File: config.mk
export PLATFORM = sky130hd
export DESIGN_NAME = conv_row_controller
export DESIGN_NICKNAME = d
export VERILOG_FILES = /design/src/rtl/conv_row_controller.sv
export SDC_FILE = /design/constraint.sdc
export NUM_CORES = 1
export LEC_CHECK = 0
export ABC_AREA = 1
export CAP_MARGIN = 0
export CELL_PAD_IN_SITES_DETAIL_PLACEMENT = 0
export CELL_PAD_IN_SITES_GLOBAL_PLACEMENT = 2
export CORE_ASPECT_RATIO = 1.75
export CORE_UTILIZATION = 28
export DETAILED_ROUTE_END_ITERATION = 12
export GPL_TIMING_DRIVEN = 0
export PLACE_DENSITY_LB_ADDON = 0.1
export SLEW_MARGIN = 10
export SYNTH_ARGS = -nofsm -noshare
export SYNTH_HDL_FRONTEND = slang
export SYNTH_SLANG_ARGS = --single-unit
File: constraint.sdc
create_clock -name clk -period 1.6 [get_ports clk]
set_clock_uncertainty 0.2 [all_clocks]
set_input_delay 0.32 -clock clk [delete_from_list [all_inputs] [get_ports clk]]
set_output_delay 0.32 -clock clk [all_outputs]
set_load 0.005 [all_outputs]
File: src/rtl/conv_row_controller.sv
// Row sequencer for the 1-D convolution datapath: FIFO->scratchpad loads, window MAC issue, psum push.
// Optional macro CONV_FILTER_REUSE_EN lets a row skip the filter load when reuse_filter is set at start.
module conv_row_controller #(
  parameter int IF_LEN      = 16,
  parameter int FILTER_SIZE = 4,
  parameter int STRIDE      = 2,
  parameter int ADDR_W      = 4
) (
  input  logic              clk,
  input  logic              rst,
  input  logic              start,
  input  logic              reuse_filter,
  input  logic              if_empty,
  input  logic              filter_empty,
  input  logic              out_full,
  output logic              if_buf_ren,
  output logic              if_wen,
  output logic [ADDR_W-1:0] if_waddr,
  output logic              filter_buf_ren,
  output logic              filter_wen,
  output logic [ADDR_W-1:0] filter_waddr,
  output logic              rd_en,
  output logic [ADDR_W-1:0] if_raddr,
  output logic [ADDR_W-1:0] filter_raddr,
  output logic              mac_en,
  output logic              psum_clr,
  output logic              out_wen,
  output logic              busy,
  output logic              done
);

  localparam int WINDOWS = (IF_LEN - FILTER_SIZE) / STRIDE + 1;
  localparam int CW      = ADDR_W + 1;
  localparam logic [ADDR_W-1:0] IF_LAST   = ADDR_W'(IF_LEN - 1);
  localparam logic [ADDR_W-1:0] FILT_LAST = ADDR_W'(FILTER_SIZE - 1);

  typedef enum logic [2:0] {
    IDLE, LOAD_IF, LOAD_FILT, COMPUTE, WRITE_OUT, FINISH
  } state_t;

  state_t state, state_nxt;

  logic [CW-1:0]     pop_cnt;
  logic [CW-1:0]     k_cnt;
  logic [CW-1:0]     win_cnt;
  logic [ADDR_W-1:0] offset;
  logic              reuse_q;

`ifdef CONV_FILTER_REUSE_EN
  always_ff @(posedge clk or posedge rst) begin
    if (rst) begin
      reuse_q <= 1'b0;
    end else if (state == IDLE && start) begin
      reuse_q <= reuse_filter;
    end
  end
`else
  logic unused_reuse;
  assign reuse_q      = 1'b0;
  assign unused_reuse = reuse_filter;
`endif

  assign busy = (state != IDLE);

  always_comb begin
    state_nxt      = state;
    if_buf_ren     = 1'b0;
    filter_buf_ren = 1'b0;
    rd_en          = 1'b0;
    if_raddr       = '0;
    filter_raddr   = '0;
    out_wen        = 1'b0;
    done           = 1'b0;
    case (state)
      IDLE: begin
        if (start) state_nxt = LOAD_IF;
      end
      LOAD_IF: begin
        // The final pop counts only when it really happens, so empty blocks it too.
        if_buf_ren = !if_empty && (pop_cnt < CW'(IF_LEN));
        if (if_wen && if_waddr == IF_LAST) state_nxt = reuse_q ? COMPUTE : LOAD_FILT;
      end
      LOAD_FILT: begin
        filter_buf_ren = !filter_empty && (pop_cnt < CW'(FILTER_SIZE));
        if (filter_wen && filter_waddr == FILT_LAST) state_nxt = COMPUTE;
      end
      COMPUTE: begin
        if (k_cnt < CW'(FILTER_SIZE)) begin
          rd_en        = 1'b1;
          if_raddr     = offset + k_cnt[ADDR_W-1:0];
          filter_raddr = k_cnt[ADDR_W-1:0];
        end else begin
          state_nxt = WRITE_OUT;
        end
      end
      WRITE_OUT: begin
        if (!out_full) begin
          out_wen   = 1'b1;
          state_nxt = (win_cnt == CW'(WINDOWS - 1)) ? FINISH : COMPUTE;
        end
      end
      FINISH: begin
        done      = 1'b1;
        state_nxt = IDLE;
      end
      default: state_nxt = IDLE;
    endcase
  end

  always_ff @(posedge clk or posedge rst) begin
    if (rst) begin
      state        <= IDLE;
      if_wen       <= 1'b0;
      filter_wen   <= 1'b0;
      if_waddr     <= '0;
      filter_waddr <= '0;
      mac_en       <= 1'b0;
      psum_clr     <= 1'b0;
      pop_cnt      <= '0;
      k_cnt        <= '0;
      win_cnt      <= '0;
      offset       <= '0;
    end else begin
      state      <= state_nxt;
      // FIFO data lands one cycle after the pop; read data one cycle after rd_en.
      if_wen     <= if_buf_ren;
      filter_wen <= filter_buf_ren;
      mac_en     <= rd_en;
      psum_clr   <= rd_en && (k_cnt == '0);
      case (state)
        IDLE: begin
          if (start) begin
            pop_cnt      <= '0;
            k_cnt        <= '0;
            win_cnt      <= '0;
            offset       <= '0;
            if_waddr     <= '0;
            filter_waddr <= '0;
          end
        end
        LOAD_IF: begin
          if (if_buf_ren) pop_cnt <= pop_cnt + 1'b1;
          if (if_wen && if_waddr != IF_LAST) if_waddr <= if_waddr + 1'b1;
          if (state_nxt != LOAD_IF) pop_cnt <= '0;
        end
        LOAD_FILT: begin
          if (filter_buf_ren) pop_cnt <= pop_cnt + 1'b1;
          if (filter_wen && filter_waddr != FILT_LAST) filter_waddr <= filter_waddr + 1'b1;
          if (state_nxt != LOAD_FILT) pop_cnt <= '0;
        end
        COMPUTE: begin
          if (rd_en) k_cnt <= k_cnt + 1'b1;
          else       k_cnt <= '0;
        end
        WRITE_OUT: begin
          if (out_wen) begin
            win_cnt <= win_cnt + 1'b1;
            offset  <= offset + ADDR_W'(STRIDE);
          end
        end
        default: ;
      endcase
    end
  end

endmodule
-- Word level (Yosys, flattened, before mapping)
Cells that the tools add are included.
- bits in latches: 0
- memory bits (writable): 0
- flip-flop bits (word level): 34
- output and inout port bits: 26
- input port bits: 7
- memories kept: 0
- bits in read-only memories: 0
- $lt $le $gt $ge: 3
- equal/unequal tests: 18
- muxes and demuxes: 35
- bitwise logic cells: 0
- $add $sub $neg: 7
- reduce and logical (&&, ||, !) cells: 22
- shift-type cells: 0
- divide/modulo/power cells: 0
- $mul: 0
- operator list (kind ; count):
    5-bit 2-to-1 mux ; 7
    4-bit 2-to-1 mux ; 8
    4-bit one-hot mux with 2 select lines ; 3
    5-bit one-hot mux with 2 select lines ; 2
    3-bit 2-to-1 mux ; 6
    5-bit by 1-bit adder with 5-bit output, second input constant ; 3
    3-bit one-hot mux with 5 select lines ; 1
    5-bit one-hot mux with 3 select lines ; 1
    5-bit by 3-bit less-than comparator with 1-bit output, second input constant ; 2
    3-bit AND reduction ; 3
    4-bit by 1-bit adder with 4-bit output, second input constant ; 2
    2-bit inequality test, second input constant ; 4
    2-bit nonzero test ; 4
    1-bit logical AND ; 7
    1-bit 2-to-1 mux ; 7
    3-bit by 2-bit equality test with 1-bit output, second input constant ; 2
    3-bit equality test, second input constant ; 2
    3-bit inequality test, second input constant ; 2
    3-bit nonzero test ; 2
    5-bit by 3-bit equality test with 1-bit output, second input constant ; 1
    5-bit zero test ; 1
    5-bit less-than comparator, second input constant ; 1
    4-bit by 2-bit adder with 4-bit output, second input constant ; 1
    4-bit adder ; 1
    other kinds (11) ; 12

-- Logic depth before layout (Yosys ltp)
Gate-level depths: netlist (run 1).
- depth in word-level cells: 7
- gate-level depth with buffers: 11

-- Worst setup path after synthesis (run 1)
No wires, ideal clock.
- kind: register to output
- from: register state[2]
- to: output if_raddr[0]
- cell stages (with the launch flop): 7
- arrival time: 1348 ps
- path buffers: 1
- slack: -268 ps
- required time: 1080 ps
- path through: dfrtp_1 -> inv_4 -> nand3_1 -> nor2_4 -> inv_1 -> nor2_1 -> buf_4
- cells in the longest elaborated chain, start to end: 2
- RTL lines (item ; RTL line ; text):
    from (decl) ; 41 ; state_t state, state_nxt;
    from (signal assigned) ; 124 ; state <= state_nxt;
    3-bit by 2-bit equality test with 1-bit output ; 74 ; case (state)
    4-bit 2-to-1 mux ; 74 ;
    to (decl) ; 23 ; output logic [ADDR_W-1:0] if_raddr,
No other way between the ends.

-- Worst setup path after layout (run 1)
- from: register k_cnt[2]
- to: output if_raddr[2]
- cells in the longest elaborated chain, start to end: 3
- elaborated cells on any way between the ends: 4
- those cells by class: add/sub (1); order compare (1); mux (2)
- RTL lines (item ; RTL line ; text):
    from (decl) ; 44 ; logic [CW-1:0] k_cnt;
    from (signal assigned) ; 152 ; if (rd_en) k_cnt <= k_cnt + 1'b1;
    4-bit adder / 5-bit by 3-bit less-than comparator with 1-bit output (equally long branches) ; 90, 88 ;
    4-bit 2-to-1 mux (*) ; 88 ; if (k_cnt < CW'(FILTER_SIZE)) begin
    4-bit 2-to-1 mux (*) ; 74 ;
Mark *: on every way between the ends. The rest lies on a longest branch, timed or not.

==> results of run 1 <==
==> routing by layer <==
layer	up-vias	wire (um)
met5	-	0
met4	0	123
met3	8	93
met2	23	2900
met1	852	2060
li1	897	-
==> worst max-delay path by stage <==
stage                                      from          end  slack [ns]  cells after the start
after detailed placement     state[2]$_DFF_PP0_  if_raddr[0]       -0.70                      7
after global placement       state[2]$_DFF_PP0_  if_raddr[0]       -0.71                      7
after global routing      offset[2]$_DFFE_PP0P_  if_raddr[3]       -0.45                      6
after CTS                    state[2]$_DFF_PP0_  if_raddr[2]       -0.40                      8
after floorplan              state[2]$_DFF_PP0_  if_raddr[0]       -0.05                      6
final                      k_cnt[2]$_DFFE_PP0P_  if_raddr[2]       -0.37                      8
==> placed cells by master (no fill, tap or decap), drive strengths merged, types with 11 or more instances in the layout <==
master	Yosys	layout
nand3	18	18
nor2	28	28
nand2	36	36
o21ai	17	17
ha	11	11
buf	3	83
a21oi	12	12
dfrtp	33	33
inv	32	31
dlygate4sd2	0	12
==> power by group <==
group	internal [uW]	switching [uW]
Sequential	992	151
Combinational	1050	1030
Clock	342	307
==> metrics by stage <==
step	hold WS, ns	cell area [um2]
floorplan	0.249	1900
global placement	0.278	2290
detailed placement	0.296	2290
CTS	0.313	3000
global route	0.363	3260
finish	0.271	3260
==> final cells by class <==
class,count,area share [%]
inverter,32,4.34
sequential,33,25.5
timing repair buffer,97,27.8
multi-input combinational,148,36.0
buffer,3,0.691
tap,80,3.07
clock buffer,7,2.65
==> repair_timing <==
item                       CTS  global route
pin swaps                   20            19
setup endpoints to repair   41            40
setup buffers               55            19
gates resized for setup    128            49
==> sequential cells by signal, summed over array words and instances, names as in the netlist <==
signal        flops
k_cnt             5
psum_clr          1
offset            3
win_cnt           5
pop_cnt           5
filter_wen        1
if_waddr          4
mac_en            1
state             3
if_wen            1
filter_waddr      4
==> kinds of logic after synthesis <==
family | Yosys count | share of synthesized area, %
other | 1 | 0.202
AO/OA/AOI/OAI | 32 | 9.10
multiplexers | 1 | 0.607
AND/OR/NAND/NOR | 93 | 26.0
XOR/XNOR | 9 | 4.25
adder cells (fa/ha/maj) | 11 | 7.42
buffers and inverters | 35 | 7.96
flip-flops | 33 | 44.5
==> critical path, cell delays in order (launching register included) <==
cell and delay, ns:
dfrtp_1 0.43, inv_2 0.10, nand3_4 0.07, nor2_4 0.14, buf_6 0.12, inv_6 0.04, buf_6 0.11, nor2_2 0.06
buf_2 0.11
==> reports/results.tsv, run 1 <==
stage	metric	value	unit
setup_path	r2r-end	pop_cnt[4]$_DFFE_PP0P_	
detailed_routing	finalWirelength	5180	um
die	core	6280	um2
global_route	grt_pass1_wl	8610	um
clock_tree	cts_buffers	5	
global_route	gr-usage-met1	16.7	%
layout	seqCellArea	832	um2
layout	nFillCells	634	
detailed_routing	routed_via_density	4.45	
global_route	grt_busiest_layer	met2	
job	maxCapViolations	0	
setup_path	cp_max_fo	5	
setup_path	path_class	reg2out	
setup_path	rrSetupSlack	-0.33	ns
sta	rsz0062_at_grt	true	
setup_path	arrival	1.45	ns
die	dieArea	6970	um2
logic_synthesis	async_flop_share	100	%
global_route	antenna_found_initial	0	
clock_tree	clk_latency	0.28	ns
placed_design	place_inst	325	
logic_synthesis	syn_area_per_cell	8.63	um2
power_and_ir_drop	irDropWorstVdd	619	uV
die	rows	38	
logic_synthesis	synth_top_flop_cell	dfrtp_1	
clock_tree	tritoncts	done	
clock_tree	clock_sinks	33	
clock_tree	cts_hold_buf	0	
logic_synthesis	synth_top_cell_area_share	44.5	%
sta	timing.final.crit_period	1.97	ns
sta	hold_viol	0	
logic_synthesis	seq_area_frac_synth	44.5	%
layout	multiInputGateArea	1170	um2
placed_design	hpwl	3140	um
detailed_routing	wl_per_cell	12.9	um
clock_tree	clk_pin_slew	0.07	ns
global_route	grt_overflow	0	
logic_synthesis	synth_top_cells_by_area	dfrtp_1, ha_1, nand2_1, inv_1, nor2_1	
sta	post-route-period-util	123	%
sta	setup_viol	38	
logic_synthesis	synthTopCellsByCount	nand2_1, dfrtp_1, inv_1	
run_status	violations	negative setup slack	
placed_design	gp_congestion	0.692	
sta	final.setup.tns	-8.26	ns
sta	drv_slew	0	
global_route	track_usage	16.2	%
power_and_ir_drop	power_density	1190	nW/um2
logic_synthesis	syn_area	1860	um2
sta	max_slew_margin	51.5	%
clock_tree	clock-root-buffer	clkbuf_8	
setup_path	cp-start-kind	register	
global_route	grt_max_degree	34	
global_route	grtUsageMet3	2.49	%
placed_design	port-buffer-count	29	
detailed_routing	num_vias	1780	
logic_synthesis	synthCells	215	
logic_synthesis	synth.largest_area_cell	dfrtp_1	
setup_path	cp-end-kind	output port	
power_and_ir_drop	power	3870	uW
run_status	status	finished, violations left	
global_route	grt_pass1_vias	1857	
die	ioPinCount	33	
setup_path	r2r_cells	13	
layout	utilization	52.0	%
sta	setup_slack	-0.370	ns
detailed_routing	antenna_left	0	
placed_design	dpl_worst_slack	-0.701	ns
layout	synthToLayoutAreaGrowth	75.7	%
setup_path	reg2reg_from	state[2]$_DFF_PP0_	
logic_synthesis	ys_ff_latch	33	
layout	num_antenna_cells	0	
sta	worstMarginPinSlew	0.727	ns
logic_synthesis	synth.yosys.warnings	0	
global_route	grt_use_met2	31.9	%
sta	fmaxAchievable	508	MHz
die	start_util	29.6	%
die	die_h	110	um
worst_hold_path	min_path_type	in2async	
power_and_ir_drop	leakage	0.00164	uW
detailed_routing	firstDrtPassIters	4	
clock_tree	ctsLongestPathBuffers	2	
logic_synthesis	yosysMostFrequentCell	nand2_1	
die	die_w	63.5	um
logic_synthesis	synth-edff-count	0	
layout	drive_above_1_share	52.2	%
detailed_routing	initialDrtViolationCount	54	
detailed_routing	drc_errors	0	
setup_path	crit_required	1.08	ns
layout	final_nets	338	
clock_tree	cts.htree.levels	2	
logic_synthesis	ys_types	31	
layout	layout.cells.non_filler	400	
Power figures use the tool's default switching activity.
==> run 2, diff against run 1 <==
- CORE_UTILIZATION: 28 -> 27
- CTS_BUF_LIST: unset -> sky130_fd_sc_hd__clkbuf_8 sky130_fd_sc_hd__clkbuf_16
==> reports/results.tsv, run 2 (same netlist as run 1, synthesis figures left out) <==
stage	metric	value	unit	change
run_status	status	finished, violations left		
run_status	violations	negative setup slack		
sta	timing.final.crit_period	2.00	ns	+0.0312 ns
detailed_routing	wl_per_cell	13.3	um	+3.2%
layout	synthToLayoutAreaGrowth	74.6	%	
power_and_ir_drop	leakage	0.00164	uW	+0.37%
setup_path	path_class	reg2out		
clock_tree	clock-root-buffer	clkbuf_16		
global_route	track_usage	15.3	%	-0.95 points
power_and_ir_drop	power	4110	uW	+6.2%
sta	hold_viol	0		unchanged
sta	setup_slack	-0.401	ns	-0.0312 ns
die	die_h	112	um	+1.8%
die	core	6590	um2	+5.0%
sta	max_slew_margin	51.2	%	-0.23 points
clock_tree	ctsLongestPathBuffers	2		unchanged
layout	nFillCells	660		+4.1%
setup_path	crit_required	1.08	ns	about the same
layout	drive_above_1_share	49.5	%	-2.7 points
setup_path	cp-end-kind	output port		
global_route	grt_pass1_wl	8370	um	-2.8%
die	start_util	28.2	%	-1.4 points
global_route	antenna_found_initial	0		unchanged
die	die_w	64.7	um	+1.8%
power_and_ir_drop	power_density	1270	nW/um2	+6.9%
layout	utilization	49.2	%	-2.8 points
placed_design	dpl_worst_slack	-0.714	ns	-0.0132 ns
setup_path	cp_max_fo	4		-1
die	rows	39		+2.6%
layout	num_antenna_cells	0		unchanged
layout	largestRegisters	k_cnt (5), pop_cnt (5), win_cnt (5)		
clock_tree	cts_buffers	5		unchanged
clock_tree	clock_sinks	33		unchanged
detailed_routing	drc_errors	0		unchanged
clock_tree	cts.htree.levels	2		unchanged
detailed_routing	antenna_left	0		unchanged
clock_tree	clk_pin_slew	0.06	ns	about the same
job	maxCapViolations	0		unchanged
placed_design	hpwl	3200	um	+1.8%
detailed_routing	initialDrtViolationCount	41		-24%
clock_tree	cts_hold_buf	0		unchanged
setup_path	arrival	1.48	ns	+0.03 ns
global_route	grt_overflow	0		unchanged
layout	multiInputGateArea	1160	um2	-1.4%
detailed_routing	firstDrtPassIters	4		unchanged
sta	post-route-period-util	125	%	+2.0 points
global_route	grt_max_degree	34		unchanged
sta	drv_slew	0		unchanged
layout	mostFrequentLayoutCell	buf_4		
clock_tree	clk_latency	0.28	ns	about the same
worst_hold_path	min_path_type	in2async		
placed_design	port-buffer-count	29		unchanged
layout	final_nets	330		-2.4%
placed_design	gp_congestion	0.686		-0.98%
die	ioPinCount	33		unchanged
sta	fmaxAchievable	500	MHz	-1.6%
sta	whs	0.292	ns	+0.0202 ns
sta	final.setup.tns	-8.06	ns	+0.207 ns
die	dieArea	7220	um2	+3.6%
setup_path	cp-start-kind	register		
sta	rsz0062_at_grt	true		
detailed_routing	finalWirelength	5270	um	+1.9%
layout	seqCellArea	830	um2	-0.30%
power_and_ir_drop	irDropWorstVdd	802	uV	+30%
sta	worstMarginPinSlew	0.730	ns	+0.00338 ns
layout	final_cell_mix	buf_4, buf_6, dfrtp_1		
detailed_routing	routed_via_density	4.47		+0.41%
clock_tree	tritoncts	done		
global_route	grt_pass1_vias	1793		-3.4%
detailed_routing	num_vias	1765		-0.84%
sta	setup_viol	38		unchanged
[run 2: changes by cell type in the layout (fill, tap and decap cells not counted), sizes merged]
cell / delta
buf: -8
clkbuf: -1
clkdlybuf4s50: -1
dlymetal6s2s: +1
inv: +2
[run 2: area by class of cell]
type	instances	area share [%]
plain buffers	3	0.811
clock buffers	6	4.29
clock inverters	2	0.232
inverters	32	4.60
multi-input cells	148	35.7
flip-flops and latches	33	25.6
well taps	82	3.17
repair buffers	89	25.6
[run 2: where the power goes]
part	switching [uW]	internal (uW)	total, uW
combinational	1020	999	2010
sequential	153	994	1150
clock	342	607	950
total	1510	2600	4110
[run 2: path summary, 6_finish.rpt]
path                                        start                           to  slack (ns)  depth (start not counted)
setup / recovery               state[2]$_DFF_PP0_                  if_raddr[2]       -0.40                          8
hold / removal                                rst  filter_waddr[1]$_DFFE_PP0P_        0.29                          2
setup reg to reg               state[2]$_DFF_PP0_       pop_cnt[2]$_DFFE_PP0P_       -0.33                         14
hold reg to reg            pop_cnt[1]$_DFFE_PP0P_       pop_cnt[1]$_DFFE_PP0P_        0.32                          2
max in group asynchronous                     rst           state[1]$_DFF_PP0_        0.38                          2
min in group clk           pop_cnt[1]$_DFFE_PP0P_       pop_cnt[1]$_DFFE_PP0P_        0.32                          2
[run 2: what timing repair did]
action                                  4_1_cts  5_1_grt
endpoints found under the setup margin       39       39
hold endpoints to repair                      0        0
resized for setup                           110       66
pin swaps                                    22       19
buffers inserted                             48       17
[run 2: critical path, cell delays in order, from the launching register on]
cell and delay (ns):
dfrtp_2 0.43, inv_4 0.09, nand3_4 0.08, nor2_4 0.15
buf_12 0.13, inv_6 0.04, buf_6 0.11, nor2_1 0.07
buf_2 0.11
[run 2: through the flow]
step,area (um2),cells
3_3_place_gp,2290,327
4_1_cts,2950,383
2_1_floorplan,1900,216
5_1_grt,3240,395
6_report,3240,395
3_5_place_dp,2290,327
[run 2: metal layers]
metal	vias up	track usage, %	part of all wire, %
met5	-	0	0
met4	0	4.74	3.1
met3	13	2.46	2.3
met2	26	30.1	60
met1	844	15.6	35
li1	882	-	-
